### src/rtl/seq_multiplier.sv
// Sequential shift-add multiplier: one add-and-shift per cycle over WIDTH cycles,
// sign handled by operating on magnitudes and negating the final product.
module seq_multiplier #(
  parameter int unsigned WIDTH = 16
) (
  input  logic               Clk,
  input  logic               Rst,
  input  logic               Start,
  input  logic               Signed,
  input  logic [WIDTH-1:0]   Multiplicand,
  input  logic [WIDTH-1:0]   Multiplier,
  output logic               Busy,
  output logic               Done,
  output logic [2*WIDTH-1:0] Product
);

  localparam int unsigned CW = $clog2(WIDTH);

  typedef enum logic [1:0] {
    IDLE,
    RUN,
    FINISH
  } state_t;

  state_t               state_q, state_d;
  logic [2*WIDTH:0]     acc_q, acc_d;
  logic [WIDTH-1:0]     m_q, m_d;
  logic                 neg_q, neg_d;
  logic [CW-1:0]        cnt_q, cnt_d;
  logic [2*WIDTH-1:0]   product_q, product_d;
  logic                 done_q, done_d;

  logic [WIDTH-1:0]     mag_a, mag_b, addend;
  logic [WIDTH:0]       sum;

  always_comb begin
    mag_a = (Signed && Multiplicand[WIDTH-1]) ? -Multiplicand : Multiplicand;
    mag_b = (Signed && Multiplier[WIDTH-1])   ? -Multiplier   : Multiplier;
  end

  always_comb begin
    state_d   = state_q;
    acc_d     = acc_q;
    m_d       = m_q;
    neg_d     = neg_q;
    cnt_d     = cnt_q;
    product_d = product_q;
    done_d    = 1'b0;
    addend    = acc_q[0] ? m_q : '0;
    // ACC[2W] is always 0 here, so using it as the top bit equals a zero-extend
    sum       = acc_q[2*WIDTH:WIDTH] + {1'b0, addend};
    case (state_q)
      IDLE: begin
        if (Start) begin
          acc_d   = {{(WIDTH+1){1'b0}}, mag_b};
          m_d     = mag_a;
          neg_d   = Signed & (Multiplicand[WIDTH-1] ^ Multiplier[WIDTH-1]);
          cnt_d   = CW'(WIDTH-1);
          state_d = RUN;
        end
      end
      RUN: begin
        acc_d = {1'b0, sum, acc_q[WIDTH-1:1]};
        cnt_d = cnt_q - 1'b1;
        if (cnt_q == '0) state_d = FINISH;
      end
      FINISH: begin
        product_d = neg_q ? -acc_q[2*WIDTH-1:0] : acc_q[2*WIDTH-1:0];
        done_d    = 1'b1;
        state_d   = IDLE;
      end
      default: state_d = IDLE;
    endcase
  end

  always_ff @(posedge Clk or posedge Rst) begin
    if (Rst) begin
      state_q   <= IDLE;
      acc_q     <= '0;
      m_q       <= '0;
      neg_q     <= 1'b0;
      cnt_q     <= '0;
      product_q <= '0;
      done_q    <= 1'b0;
    end else begin
      state_q   <= state_d;
      acc_q     <= acc_d;
      m_q       <= m_d;
      neg_q     <= neg_d;
      cnt_q     <= cnt_d;
      product_q <= product_d;
      done_q    <= done_d;
    end
  end

  assign Busy    = (state_q != IDLE);
  assign Done    = done_q;
  assign Product = product_q;

endmodule

### config.mk
export PLATFORM = sky130hd
export DESIGN_NAME = seq_multiplier
export DESIGN_NICKNAME = d
export VERILOG_FILES = /design/src/rtl/seq_multiplier.sv
export SDC_FILE = /design/constraint.sdc
export NUM_CORES = 1
export LEC_CHECK = 0
export BUFFER_PORTS_ARGS = -buffer_cell sky130_fd_sc_hd__buf_2
export CAP_MARGIN = 20
export CORE_ASPECT_RATIO = 2
export CORE_UTILIZATION = 45
export CTS_CLUSTER_DIAMETER = 60
export DETAILED_ROUTE_END_ITERATION = 6
export PLACE_DENSITY_LB_ADDON = 0.3
export SYNTH_ARGS = -nofsm -noshare
export SYNTH_HDL_FRONTEND = slang
export SYNTH_SLANG_ARGS = --single-unit
### constraint.sdc
create_clock -name Clk -period 4.2 [get_ports Clk]
set_input_delay 0.63 -clock Clk [delete_from_list [all_inputs] [get_ports Clk]]
set_output_delay 0.63 -clock Clk [all_outputs]
set_load 0.01 [all_outputs]
-- Word-level counts from Yosys, hierarchy flattened
Cells that the tools add are included.
- add/subtract/negate cells: 5
- eq/ne operators: 4
- multiplexer cells: 12
- bitwise logic cells: 2
- reductions and logical operators: 9
- operators with widths (kind ; count):
    $pmux 33 s2 ; 1
    $mux 16 ; 3
    $mux 33 ; 1
    $mux 32 ; 1
    $neg 16->16 ; 2
    $neg 32->32 ; 1
    $add 17x16->17 ; 1
    $pmux 4 s2 ; 1
    $reduce_and 2->1 ; 3
    $logic_not 4->1 ; 1
    $mux 2 ; 2
    $mux 4 ; 1
    $ne 2x2->1 const B ; 2
    $pmux 2 s2 ; 1
    $reduce_bool 2->1 ; 2
    $sub 4x1->4 const B ; 1
    $eq 2x1->1 const B ; 1
    $eq 2x2->1 const B ; 1
    $logic_and 1x1->1 ; 2
    $logic_not 2->1 ; 1
    $and 1x1->1 ; 1
    $mux 1 ; 1
    $xor 1x1->1 ; 1
- register bits after elaboration: 89
- input port bits: 36
- output and inout port bits: 34
- word-level logic and storage cells: 39

-- Longest topological paths before layout
- depth after elaboration: 4
- depth in mapped cells: 11
- depth with buffers taken out: 9

-- Worst setup path before layout
No wires, ideal clock.
- path kind: reg-to-reg
- start: register acc_q[0]
- end: register acc_q[30]
- library setup time: 0.125 ns
- arrival: 2.470 ns
- required time: 4.075 ns
- path slack: 1.605 ns
- stages on the path, launching flop included: 11
- buffers on the path: 3
- period minus slack after synthesis: 2.595 ns
- path through: dfrtp_1 > clkbuf_1 > clkbuf_1 > and2_1 > ha_1 > clkbuf_1 > nand4_1 > a21oi_1 > o21ai_0 > a2111oi_0 > mux2_2
- word-level cells in the longest chain between the ends: 3
- RTL lines (what ; RTL line ; RTL):
    start, declared ; 26 ; logic [2*WIDTH:0] acc_q, acc_d;
    start signal, assigned ; 79 ; acc_q <= '0;
    start signal, assigned ; 87 ; acc_q <= acc_d;
    $mux 16 ; 49 ; addend = acc_q[0] ? m_q : '0;
    $add 17x16->17 ; 51 ; sum = acc_q[2*WIDTH:WIDTH] + {1'b0, addend};
    $pmux 33 s2 ; 52 ; case (state_q)
Every way passes these cells.
A chain may end at the register's enable or synchronous reset.

-- Worst setup path after layout
Same ends and word-level chain as after synthesis.

==> flow_summary.json <==
{
  "synth_edf_count": 0,
  "yosysMostFrequentCell": "dfrtp_1",
  "cts_made_buffers": 9,
  "synthTopCellsByArea": "dfrtp_1 39%, o21ai_0 7.1%, xor2_1 5.6%",
  "yosys.area_share.simple": 0.199,
  "io_buffers": 69,
  "period_share": 0.704,
  "hpwl_um": 10700,
  "synth_area_leader_cell": "dfrtp_1",
  "p_leak_nw": 2.87,
  "place.gp.congestion": 0.894,
  "crit_fanout": 20,
  "cp_num_cells": 7,
  "fin_crit_ps": 2960,
  "worst_pin_slew_ps": 1060,
  "dieHeight_um": 160,
  "place_inst": 833,
  "cp_slowest_cell": "dfrtp_1",
  "diodes": 0,
  "h-tree-depth": 3,
  "cp-start-kind": "flop",
  "reg2reg_slack_ps": 1240,
  "ys_seq_area_frac": 0.390,
  "grt_max_degree": 66,
  "r2r_start": "acc_q[0]",
  "drt_wl_total_um": 13800,
  "drtPass1Iterations": 4,
  "nFillCells": 1176,
  "numClockSinks": 88,
  "seq_area_mm2": 0.00220,
  "synth_compound_area_frac": 0.214,
  "ys_async_sr_fraction": 1.00,
  "final_nets": 754,
  "fin_ws_ps": 1240,
  "yosys_warnings": 0,
  "critPathArrivalTime_ps": 3190,
  "drc": 0,
  "ff2ff_path_depth": 7,
  "drv_cap": 0,
  "synthAdderAreaFrac": 0.0479,
  "path_class": "flop to flop",
  "cpMostUsedCell": "o21ai_0",
  "setup_viol": 0,
  "clk_path_buf_depth": 2,
  "core_area_mm2": 0.0122,
  "syn_nets": 701,
  "grt_overflow_total": 0,
  "slew_headroom": 0.290,
  "synth_ff_type": "dfrtp_1",
  "p_per_area_mw_per_mm2": 712,
  "fmax_mhz": 338,
  "die_width_um": 81.2,
  "hp-class": "primary input to async pin",
  "synth.distinct_cells": 60,
  "startpoint": "acc_q[0]",
  "crit_end": "acc_q[30]",
  "synth_top_family_by_area": "compound AO/OA/AOI/OAI gates",
  "preCtsSetupSlack_ps": 1260,
  "required_ps": 4430,
  "rsz0062_at_grt": "no",
  "synth_xor_area_frac": 0.0930,
  "yosys-top-cells-count": "88 x dfrtp_1, 80 x o21ai_0, 73 x nand2_1",
  "max_stage_delay_ps": 580,
  "initial_core_util": 0.463,
  "synthCells": 644,
  "yosys-mux-area-fraction": 0.0144,
  "setup_tns_ps": 0,
  "worst_skew_pair.late_latency_ps": 350,
  "slew_viol_final": 0,
  "path_cells": "and2_1 > ha_1 > o21ai_0 > o21ai_0 > o21ai_0 > a2111oi_0 > mux2_2",
  "ios": 70,
  "syn_avg_cell_area_um2": 8.77,
  "cts_setup_buffers": 0,
  "path_clk_slew_ps": 70,
  "hold_viol_final": 0,
  "area_growth_syn_to_layout_pct": 12.9,
  "power_mw": 4.54,
  "postRouteAntennaNets": 0,
  "path_buf_inv": 0,
  "ir_worst_vdd_v": 0.000327,
  "whs_ps": 292,
  "num_rows": 57,
  "drtIter0Drc": 301,
  "holdBufCountCts": 0,
  "drive_gt1_frac": 0.160,
  "cts_resized": 0,
  "tritoncts": "yes",
  "root_buffer": "clkbuf_16",
  "dr_total_vias": 4861,
  "antenna_found_initial": 0,
  "clock_skew_ps": 8.24,
  "status": "complete, no violations",
  "rr_endpoint": "acc_q[30]",
  "cp_top_family": "compound AO/OA/AOI/OAI gates",
  "die-area_mm2": 0.0130,
  "multi_input_area_mm2": 0.00321,
  "synth_top_area_share": 0.390,
  "synth_seq_cells": 88,
  "grt_pass1_vias": 4765,
  "stdcell_count": 849,
  "syn_area_mm2": 0.00565,
  "wire_per_inst_um": 16.3,
  "end_kind": "flop",
  "grt_use_total": 0.229,
  "grt_pass1_wl_um": 22900,
  "routed_via_density": 5.73
}
==> kinds of logic after synthesis <==
kind of cell	after synthesis
and+or+nand+nor	220
AOI/OAI and AO/OA	193
DFF	88
xor gates and xnor gates	60
buffers and inverters	54
adders and majority gates	21
muxes	8
==> worst reg2reg max path, delay by kind of cell, from the launching register on <==
kind            cells  cell delay, ps
simple gates        1             270
flops               1             580
mux                 1             390
fa+ha+maj           1             340
compound gates      4            1260
==> placed cells by master (no fill, tap or decap), types with 4 or more instances in the layout <==
| cell | count |
|---|---|
| dfrtp_1 | 88 |
| o21ai_0 | 80 |
| nand2_1 | 73 |
| buf_2 | 69 |
| xor2_1 | 36 |
| nor2_1 | 33 |
| a21oi_1 | 33 |
| nand3_1 | 25 |
| xnor2_1 | 24 |
| ha_1 | 20 |
| inv_1 | 19 |
| and2_1 | 18 |
| nor3_1 | 16 |
| o31ai_1 | 9 |
| a22oi_1 | 9 |
| clkbuf_16 | 9 |
| a31oi_1 | 8 |
| o41ai_1 | 8 |
| mux2i_1 | 7 |
| a21o_1 | 7 |
| nand4_1 | 7 |
| o21ai_1 | 7 |
| buf_4 | 6 |
| nor4_1 | 5 |
| nand2b_1 | 5 |
| and3_1 | 5 |
| a211oi_1 | 4 |
| nor3b_1 | 4 |
| a32o_1 | 4 |
| or2_2 | 4 |
==> how the worst min path moves through the flow <==
stage	startpoint	end	slack, ps
floorplan	m_q[15]	m_q[15]	440
global placement	m_q[2]	m_q[2]	460
detailed placement	Product[3]	Product[3]	470
CTS	Rst	Product[27]	310
global route	Rst	Product[27]	330
finish	Rst	Product[30]	290
==> report_power, final <==
group	switching, mW	internal (mW)
sequential	0.427	1.18
clock	0.364	0.415
combinational	1.23	0.930
==> through the flow <==
step	cell area, µm²	utilization
final	6380	0.523
after global routing	6380	0.523
after CTS	6380	0.523
after detailed placement	6090	0.499
after global placement	6060	0.497
after floorplan	5650	-
==> state kept, by name, summed over array words and instances, names as in the netlist <==
signal	count
m_q	16
Product	32
state_q	2
acc_q	32
Done	1
cnt_q	4
neg_q	1
==> cell type report <==
class	count	share of cell area
clock buffers	9	0.0353
clock inverters	7	0.00961
multi-input cells	502	0.503
inverters	20	0.0120
well taps	147	0.0288
repair buffers	76	0.0655
flip-flops and latches	88	0.345
==> metal layers <==
layer  part of all wire  vias to the layer above  GRT usage
met5                  0                        -          0
met2               0.56                       90      0.425
li1                   -                     2425          -
met4              0.031                        0      0.106
met1               0.38                     2316      0.246
met3              0.031                       30     0.0284
Power figures use the tool's default switching activity.
